## config.mk

```make
export PLATFORM = sky130hd
export DESIGN_NAME = issue_scoreboard
export DESIGN_NICKNAME = d
export VERILOG_FILES = /design/src/rtl/issue_scoreboard.sv
export SDC_FILE = /design/constraint.sdc
export NUM_CORES = 1
export LEC_CHECK = 0
export ABC_AREA = 1
export BUFFER_PORTS_ARGS = -buffer_cell sky130_fd_sc_hd__buf_4
export CORE_ASPECT_RATIO = 1.75
export CORE_UTILIZATION = 55
export DETAILED_ROUTE_END_ITERATION = 10
export PLACE_DENSITY = 0.8
export SETUP_SLACK_MARGIN = 0.3
export SLEW_MARGIN = 10
export SYNTH_ARGS = -nofsm -noshare
export SYNTH_HDL_FRONTEND = slang
export SYNTH_SLANG_ARGS = --single-unit
```

## constraint.sdc

```tcl
create_clock -name clk -period 2.3 [get_ports clk]
set_input_delay 0.23 -clock clk [delete_from_list [all_inputs] [get_ports clk]]
set_output_delay 0.23 -clock clk [all_outputs]
set_load 0.01 [all_outputs]
```

## src/rtl/issue_scoreboard.sv

```systemverilog
// issue_scoreboard: gates decoded instructions into a one-entry issue register,
// stalling on RAW/WAW hazards, dropping privilege violations and draining on flush.
module issue_scoreboard #(
   parameter int NREG = 16,
   parameter logic [NREG-1:0] PRIV_MASK = 16'hF000,
   parameter int STALL_W = 16,
   localparam int AW = $clog2(NREG)
) (
   input  logic               clk,
   input  logic               rst,
   input  logic               in_valid,
   output logic               in_ready,
   input  logic [AW-1:0]      in_ra_a,
   input  logic [AW-1:0]      in_ra_b,
   input  logic [AW-1:0]      in_ra_m,
   input  logic [AW-1:0]      in_ra_d,
   input  logic [3:0]         in_use,
   input  logic               in_priv,
   output logic               out_valid,
   input  logic               out_ready,
   output logic [AW-1:0]      out_ra_a,
   output logic [AW-1:0]      out_ra_b,
   output logic [AW-1:0]      out_ra_m,
   output logic [AW-1:0]      out_ra_d,
   output logic [3:0]         out_use,
   input  logic               wb_valid,
   input  logic [AW-1:0]      wb_addr,
   input  logic               flush_req,
   output logic               flush_done,
   output logic               fault,
   output logic [AW-1:0]      fault_addr,
   input  logic               fault_ack,
   output logic [STALL_W-1:0] stall_count
);
   typedef enum logic [1:0] {RUN, FAULT, FLUSH} state_t;
   state_t state;
   logic [NREG-1:0] busy, busy_eff, wb_mask, set_mask;
   logic [3:0] hit, priv_hit;
   logic slot_free, hazard, viol, issue;
   logic [AW-1:0] viol_addr;
   // writeback clears before the hazard check so a completing producer never stalls its consumer
   assign wb_mask = wb_valid ? NREG'(1) << wb_addr : '0;
   assign busy_eff = busy & ~wb_mask;
   assign slot_free = !out_valid | out_ready;
   assign hit = in_use & {busy_eff[in_ra_d], busy_eff[in_ra_m], busy_eff[in_ra_a], busy_eff[in_ra_b]};
   assign priv_hit = in_use & {PRIV_MASK[in_ra_d], PRIV_MASK[in_ra_m], PRIV_MASK[in_ra_a], PRIV_MASK[in_ra_b]} & {4{!in_priv}};
   assign hazard = |hit;
   assign viol = |priv_hit;
   assign in_ready = state == RUN & in_valid & !flush_req & (viol | slot_free & !hazard);
   assign issue = in_ready & !viol;
   assign set_mask = issue & in_use[3] ? NREG'(1) << in_ra_d : '0;
   assign viol_addr = priv_hit[3] ? in_ra_d : priv_hit[2] ? in_ra_m : priv_hit[1] ? in_ra_a : in_ra_b;
   always_ff @(posedge clk) begin
      if (rst) begin
         state       <= RUN;
         busy        <= '0;
         out_valid   <= 1'b0;
         out_ra_a    <= '0;
         out_ra_b    <= '0;
         out_ra_m    <= '0;
         out_ra_d    <= '0;
         out_use     <= '0;
         fault       <= 1'b0;
         fault_addr  <= '0;
         flush_done  <= 1'b0;
         stall_count <= '0;
      end else begin
         busy       <= busy_eff | set_mask;
         out_valid  <= issue | out_valid & !out_ready;
         flush_done <= state == FLUSH & !out_valid & busy == '0;
         if (issue) begin
            out_ra_a <= in_ra_a;
            out_ra_b <= in_ra_b;
            out_ra_m <= in_ra_m;
            out_ra_d <= in_ra_d;
            out_use  <= in_use;
         end
         if (state == RUN & in_valid & !in_ready & !flush_req & !(&stall_count))
            stall_count <= stall_count + STALL_W'(1);
         case (state)
            RUN:
               if (flush_req) state <= FLUSH;
               else if (in_ready & viol) begin
                  state      <= FAULT;
                  fault      <= 1'b1;
                  fault_addr <= viol_addr;
               end
            FAULT:
               if (fault_ack) begin
                  fault <= 1'b0;
                  state <= flush_req ? FLUSH : RUN;
               end
            FLUSH:
               if (!out_valid & busy == '0) state <= RUN;
            default: state <= RUN;
         endcase
      end
   end
endmodule
```

==> impl_metrics.json, run 1 <==
{
  "run_status": "finished clean",
  "tightest_slew_ps": 630,
  "placed_cells": 744,
  "peak_clock_frequency_supported_by_timing_ghz": 0.485,
  "mappedNetlistArea_sq_mm": 0.00369,
  "setup_violations": 0,
  "start_kind": "register",
  "placeable_core_region_sq_mm": 0.00649,
  "cts_max_path_buffers": 2,
  "detailed_route_wire_length_mm": 13.7,
  "n_antenna_cell": 0,
  "final_min_period_over_clock_period": 0.896,
  "syn-num-nets": 623,
  "clock_tree.htree_level_count": 3,
  "max-cap-violations": 0,
  "vdd_drop_max_uv": 392,
  "ys_seq_elements": 61,
  "die_height_um": 110,
  "synthesis.area_per_instance_sq_um": 6.26,
  "via_per_inst": 6.04,
  "area_growth_pct": 34.5,
  "period_needed_ps": 2060,
  "power.leakage_nw": 2.11,
  "whs_ps": 175,
  "floorplan.die_area_sq_mm": 0.00706,
  "cp-startpoint": "busy[6]$_SDFF_PP0_",
  "slew_violations": 0,
  "final_hold_viol_count": 0,
  "detail_route.iter0.violations": 427,
  "maxSlewHeadroom": 0.580,
  "place.port_buffers": 75,
  "rsz0062_at_grt": "true",
  "clock_sink_count": 61,
  "detailroute.via_count": 4635,
  "yosysUniqueCellTypes": 32,
  "drtAntennaViolNets": 0,
  "i_o_pin_cnt": 76,
  "timing.setup.critical_path_class": "reg2out",
  "tritoncts": "yes",
  "critPathMaxFanout": 4,
  "yosysWarningCount": 0,
  "crit_path_end_kind": "output port",
  "synth_cells": 590,
  "drive_above_1_share": 0.241,
  "number_of_antenna_violations_at_the_first_check_in_global_routing": 0,
  "powerDensity_mw_per_mm2": 594,
  "cts_inserted_buffers": 9,
  "clk_pin_slew_worst_paths_ps": 50,
  "cts_root_buffer_type": "sky130_fd_sc_hd__clkbuf_16",
  "global_route_wire_length_before_repair_mm": 21.3,
  "place.gp.congestion": 1.06,
  "hold_path_class": "in2reg",
  "floorplan.initialDensity": 0.569,
  "critPathRequiredTime_ps": 2070,
  "std_cell_rows": 39,
  "dieWidth_um": 63.9,
  "regToRegStartpoint": "busy[6]$_SDFF_PP0_",
  "cts-hold-fix-buffers": 0,
  "worstSkewPairLatency_ps": 340,
  "holdCritStartpoint": "in_ra_b[3]",
  "vias_in_the_first_global_route": 4441,
  "layout_setup_ws_ps": 238,
  "gr-usage-all-layers": 0.398,
  "wire_length_per_cell_after_detailed_routing_um": 17.9,
  "drt-pass1-iter-count": 5,
  "largest_net_degree_at_the_start_of_global_routing": 61,
  "yosysSeqAreaShare": 0.331,
  "worst-endpoint-arrival_ps": 1830,
  "finish.net_count": 714,
  "drcViolationCount": 0,
  "overflow": 0,
  "placement.setup.worst_slack_ps": -103,
  "finalClockSkew_ps": 2.67,
  "half_perimeter_wire_length_after_detailed_placement_mm": 9.84,
  "fin_cells": 767
}
==> power by group <==
| part | internal [mW] | total, mW | switching [mW] |
|---|---|---|---|
| clock network | 0.942 | 1.43 | 0.488 |
| logic | 0.159 | 0.434 | 0.274 |
| registers | 1.08 | 1.09 | 0.0134 |
| total | 2.18 | 2.95 | 0.776 |
==> flip-flops by register name, summed over array words and instances, names as in the netlist <==
signal,count
state,2
busy,16
flush_done,1
stall_count,16
out_use,4
out_ra_d,4
out_ra_a,4
fault,1
fault_addr,4
out_ra_b,4
out_valid,1
out_ra_m,4
==> synthesized netlist by cell type <==
library cell	n	area, sq um
sky130_fd_sc_hd__nand2_1	132	495
sky130_fd_sc_hd__nand3_1	115	576
sky130_fd_sc_hd__nor2_1	68	255
sky130_fd_sc_hd__dfxtp_1	61	1220
sky130_fd_sc_hd__inv_1	52	195
sky130_fd_sc_hd__a21oi_1	50	250
sky130_fd_sc_hd__nand4_1	22	138
sky130_fd_sc_hd__clkbuf_1	11	41.3
sky130_fd_sc_hd__nor3_1	11	55.1
sky130_fd_sc_hd__xor2_1	10	87.6
sky130_fd_sc_hd__buf_2	8	40.0
sky130_fd_sc_hd__nor4_1	7	43.8
sky130_fd_sc_hd__inv_2	5	18.8
sky130_fd_sc_hd__nor2_2	5	31.3
sky130_fd_sc_hd__clkinv_1	4	15.0
sky130_fd_sc_hd__o21ai_0	4	20.0
sky130_fd_sc_hd__buf_4	3	22.5
sky130_fd_sc_hd__nand3_2	3	30.0
sky130_fd_sc_hd__o211ai_1	3	22.5
sky130_fd_sc_hd__xnor2_1	3	26.3
sky130_fd_sc_hd__nor2_4	2	22.5
sky130_fd_sc_hd__a211oi_1	1	7.51
sky130_fd_sc_hd__a21boi_0	1	7.51
sky130_fd_sc_hd__and2_1	1	6.26
sky130_fd_sc_hd__clkinv_2	1	5.00
sky130_fd_sc_hd__ha_1	1	12.5
sky130_fd_sc_hd__nand2_2	1	6.26
sky130_fd_sc_hd__nand4_2	1	12.5
sky130_fd_sc_hd__nor3_2	1	10.0
sky130_fd_sc_hd__o21ai_1	1	5.00
sky130_fd_sc_hd__o21bai_1	1	7.51
sky130_fd_sc_hd__o22ai_1	1	6.26
==> worst max-delay path, stage by stage (launching register included) <==
cell and delay, ps:
sky130_fd_sc_hd__dfxtp_4 350, sky130_fd_sc_hd__buf_4 140, sky130_fd_sc_hd__nand3_1 110, sky130_fd_sc_hd__nand3_1 90
sky130_fd_sc_hd__nand3_1 110, sky130_fd_sc_hd__nand3_1 70, sky130_fd_sc_hd__nand3_1 100, sky130_fd_sc_hd__nand2_2 80
sky130_fd_sc_hd__nor2_4 150, sky130_fd_sc_hd__nor2_4 60, sky130_fd_sc_hd__nor2_1 100, sky130_fd_sc_hd__buf_4 130
==> worst paths after layout <==
check / endpoint / slack, ps / cells after the start
max: in_ready / 240 / 11
min: out_ra_b[3]$_SDFFE_PP0P_ / 180 / 3
max reg2reg: stall_count[5]$_SDFFE_PP0P_ / 310 / 17
min reg2reg: out_ra_a[2]$_SDFFE_PP0P_ / 470 / 2
==> layout make-up <==
class | instances | area [sq um]
Inverter | 62 | 249
Fill cell | 505 | 1520
Timing Repair Buffer | 101 | 773
Sequential cell | 61 | 1230
Multi-Input combinational cell | 446 | 2300
Clock buffer | 11 | 233
Tap cell | 82 | 103
Clock inverter | 4 | 73.8
==> metrics by stage <==
step | utilization | power [mW] | area [sq um] | TNS (ps)
floorplan | - | 1.33 | 3690 | 0
global placement | 0.678 | 1.48 | 4400 | -151
detailed placement | 0.678 | 1.49 | 4400 | -518
CTS | 0.743 | 2.91 | 4820 | 0
global route | 0.765 | 3.04 | 4970 | 0
finish | 0.765 | 2.95 | 4970 | 0
==> routing by layer <==
metal / vias up / wire (um) / global-route usage
li1: 2157 / - / -
met1: 2108 / 4660 / 0.395
met2: 281 / 7060 / 0.704
met3: 89 / 906 / 0.0723
met4: 0 / 1110 / 0.305
met5: - / 0 / 0
==> cell families after synthesis <==
group                    count (synthesis)  share of synthesized area
buffers and inverters                   84                     0.0915
AO/OA/AOI/OAI                           62                     0.0884
AND/OR/NAND/NOR                        369                      0.455
adder cells (fa/ha/maj)                  1                    0.00339
flip-flops                              61                      0.331
XOR/XNOR                                13                     0.0308
==> cell usage in the layout, fill, tap and decap left out, types with 3 or more instances in the layout <==
cell type,instances
sky130_fd_sc_hd__nand2_2,8
sky130_fd_sc_hd__nand3_2,11
sky130_fd_sc_hd__nor2_2,4
sky130_fd_sc_hd__nand2_1,125
sky130_fd_sc_hd__dfxtp_2,4
sky130_fd_sc_hd__buf_4,98
sky130_fd_sc_hd__nand3_1,104
sky130_fd_sc_hd__inv_1,52
sky130_fd_sc_hd__xor2_1,10
sky130_fd_sc_hd__clkbuf_16,9
sky130_fd_sc_hd__inv_4,3
sky130_fd_sc_hd__nand4_1,22
sky130_fd_sc_hd__xnor2_1,3
sky130_fd_sc_hd__a21oi_1,50
sky130_fd_sc_hd__dfxtp_1,55
sky130_fd_sc_hd__nand3_4,3
sky130_fd_sc_hd__nor4_1,7
sky130_fd_sc_hd__nor3_1,10
sky130_fd_sc_hd__nor2_1,65
sky130_fd_sc_hd__o21ai_0,4
sky130_fd_sc_hd__nor2_4,7
sky130_fd_sc_hd__clkinv_1,3
sky130_fd_sc_hd__o211ai_1,3
==> timing repair <==
action	4_1_cts	5_1_grt
setup endpoints to repair	41	54
setup buffers	4	3
cloned	1	0
hold endpoints to repair	0	0
pin swaps	6	4
resized for setup	23	31
Note: power is estimated with default switching activity, not from simulation.
==> run 2, diff against run 1 <==
--- a/config.mk
+++ b/config.mk
@@ -11,7 +11,7 @@
 export CORE_UTILIZATION = 55
 export DETAILED_ROUTE_END_ITERATION = 10
 export PLACE_DENSITY = 0.8
-export SETUP_SLACK_MARGIN = 0.3
+export SETUP_SLACK_MARGIN = 0.4
 export SLEW_MARGIN = 10
 export SYNTH_ARGS = -nofsm -noshare
 export SYNTH_HDL_FRONTEND = slang
==> run 2 against run 1 <==
- sequential share of layout area down 0.74 points
- critical path depth is 6 higher
- clock power shrank 12%
- critical path type is now in2reg
- critical endpoint is now busy[6]$_SDFF_PP0_
- largest cell class unchanged
==> impl_metrics.json, run 2 (synthesis gave the netlist of run 1 again) <==
{
  "whs_ps": 178,
  "setup_violations": 0,
  "most_frequent_cells_in_the_layout": "sky130_fd_sc_hd__nand2_1 (117), sky130_fd_sc_hd__nand3_1 (105), sky130_fd_sc_hd__buf_4 (91)",
  "run_status": "finished clean",
  "clock_tree.htree_level_count": 3,
  "rsz0062_at_grt": "true",
  "hold_path_class": "in2reg",
  "clock_sink_count": 61,
  "critPathRequiredTime_ps": 2560,
  "via_per_inst": 6.05,
  "n_antenna_cell": 0,
  "peak_clock_frequency_supported_by_timing_ghz": 0.453,
  "cts_max_path_buffers": 2,
  "wire_length_per_cell_after_detailed_routing_um": 18.7,
  "comb_power_share": 0.171,
  "max-cap-violations": 0,
  "overflow": 0,
  "critPathMaxFanout": 8,
  "tightest_slew_ps": 646,
  "final_hold_viol_count": 0,
  "finalInstanceArea_sq_mm": 0.00512,
  "slew_violations": 0,
  "drive_above_1_share": 0.282,
  "power.internal_mw": 2.04,
  "finish.net_count": 716,
  "floorplan.initialDensity": 0.569,
  "place.gp.congestion": 0.985,
  "dieWidth_um": 63.9,
  "drtAntennaViolNets": 0,
  "sequential_cell_area_sq_mm": 0.00123,
  "drcViolationCount": 0,
  "gr-usage-all-layers": 0.398,
  "placeable_core_region_sq_mm": 0.00649,
  "powerDensity_mw_per_mm2": 555,
  "grt_util_met2": 0.733,
  "groute.layer.met1.usage": 0.370,
  "vias_in_the_first_global_route": 4521,
  "period_needed_ps": 2210,
  "drt-pass1-iter-count": 5,
  "half_perimeter_wire_length_after_detailed_placement_mm": 9.66,
  "area_growth_pct": 38.6,
  "final.fill_count": 493,
  "placed_area_sq_mm": 0.00437,
  "std_cell_rows": 39,
  "vdd_drop_max_uv": 831,
  "sw_frac_of_total": 0.283,
  "i_o_pin_cnt": 76,
  "global_route_wire_length_before_repair_mm": 21.6,
  "final_min_period_over_clock_period": 0.960,
  "crit_path_end_kind": "register",
  "clk_pin_slew_worst_paths_ps": 50,
  "cts_root_buffer_type": "sky130_fd_sc_hd__clkbuf_16",
  "number_of_antenna_violations_at_the_first_check_in_global_routing": 0,
  "p_clk_frac": 0.445,
  "power_frac_seq": 0.384,
  "grt.met3_usage": 0.0713,
  "mostFrequentLayoutCell": "sky130_fd_sc_hd__nand2_1",
  "cts_inserted_buffers": 9,
  "power.leakage_nw": 2.15,
  "maxSlewHeadroom": 0.570,
  "worstSkewPairLatency_ps": 340,
  "detail_route.iter0.violations": 298,
  "detailroute.via_count": 4658,
  "tritoncts": "yes",
  "timing.setup.critical_path_class": "in2reg",
  "worst-endpoint-arrival_ps": 2470,
  "grt.busiest_layer": "met2",
  "start_kind": "primary input",
  "floorplan.die_area_sq_mm": 0.00706,
  "finalClockSkew_ps": 3.01,
  "largest_net_degree_at_the_start_of_global_routing": 61,
  "detailed_route_wire_length_mm": 14.4,
  "place.port_buffers": 75,
  "reported_net_switching_power_uw": 803,
  "layout_top_registers": "busy (16), stall_count (16)",
  "die_height_um": 110,
  "combined_area_of_the_multi_input_logic_cells_sq_mm": 0.00245
}
## run 2: metrics by stage
stage          power, mW  setup TNS, ps  cells   util  worst slack (ps)
2_1_floorplan       1.33              0    590      -               390
5_1_grt             2.91          -16.9    770  0.789             -16.9
4_1_cts             2.77              0    762  0.742               181
3_3_place_gp        1.48              0    740  0.674              6.72
3_5_place_dp        1.49          -27.8    740  0.674             -27.8
6_report            2.84              0    770  0.789              92.6
## run 2: final cells by class
type	count	share of cell area
inverters	62	0.0486
clock buffers	12	0.0501
well taps	82	0.0200
repair buffers	100	0.154
clock inverters	4	0.00440
multi-input cells	447	0.478
flip-flops and latches	61	0.241
repair inverters	2	0.00391
## run 2: worst paths after layout
| check | start | end | slack [ps] | cells after the start |
|---|---|---|---|---|
| max | wb_addr[3] | busy[6]$_SDFF_PP0_ | 90 | 17 |
| min | in_use[0] | out_use[0]$_SDFFE_PP0P_ | 180 | 3 |
| max reg2reg | busy[6]$_SDFF_PP0_ | busy[6]$_SDFF_PP0_ | 110 | 16 |
| min reg2reg | out_ra_d[1]$_SDFFE_PP0P_ | out_ra_d[1]$_SDFFE_PP0P_ | 460 | 2 |
## run 2: power by group through the flow
stage / Sequential (mW) / Combinational, mW / Clock, mW
6_report: 1.09 / 0.486 / 1.26
2_1_floorplan: 1.12 / 0.210 / 0
5_1_grt: 1.09 / 0.516 / 1.31
3_3_place_gp: 1.11 / 0.373 / 0
3_5_place_dp: 1.11 / 0.378 / 0
4_1_cts: 1.09 / 0.414 / 1.26
## run 2: timing repair
action / 4_1_cts / 5_1_grt
pin swaps: 11 / 12
cloned: 1 / 4
resized for setup: 31 / 65
setup buffers: 5 / 4
endpoints found under the setup margin: 53 / 57
hold buffers: 0 / 0
## run 2: critical path, cell delays in order
cell and delay, ps:
sky130_fd_sc_hd__buf_4 130, sky130_fd_sc_hd__nand2_1 90, sky130_fd_sc_hd__inv_4 150, sky130_fd_sc_hd__nand2_1 190, sky130_fd_sc_hd__nand3_1 130, sky130_fd_sc_hd__nand3_1 80
sky130_fd_sc_hd__nand3_1 80, sky130_fd_sc_hd__nand3_1 80, sky130_fd_sc_hd__nand3_1 150, sky130_fd_sc_hd__nand3_2 130, sky130_fd_sc_hd__nor2_4 160, sky130_fd_sc_hd__buf_4 140
sky130_fd_sc_hd__nand4_1 220, sky130_fd_sc_hd__buf_6 260, sky130_fd_sc_hd__nor2_4 100, sky130_fd_sc_hd__nor2_1 40, sky130_fd_sc_hd__nor2_1 90
## run 2: per-layer routing
layer	vias up	part of all wire	routed length, um
met2	289	0.53	7670
li1	2152	-	-
met4	0	0.080	1150
met3	103	0.069	992
met1	2114	0.32	4590
met5	-	0	0
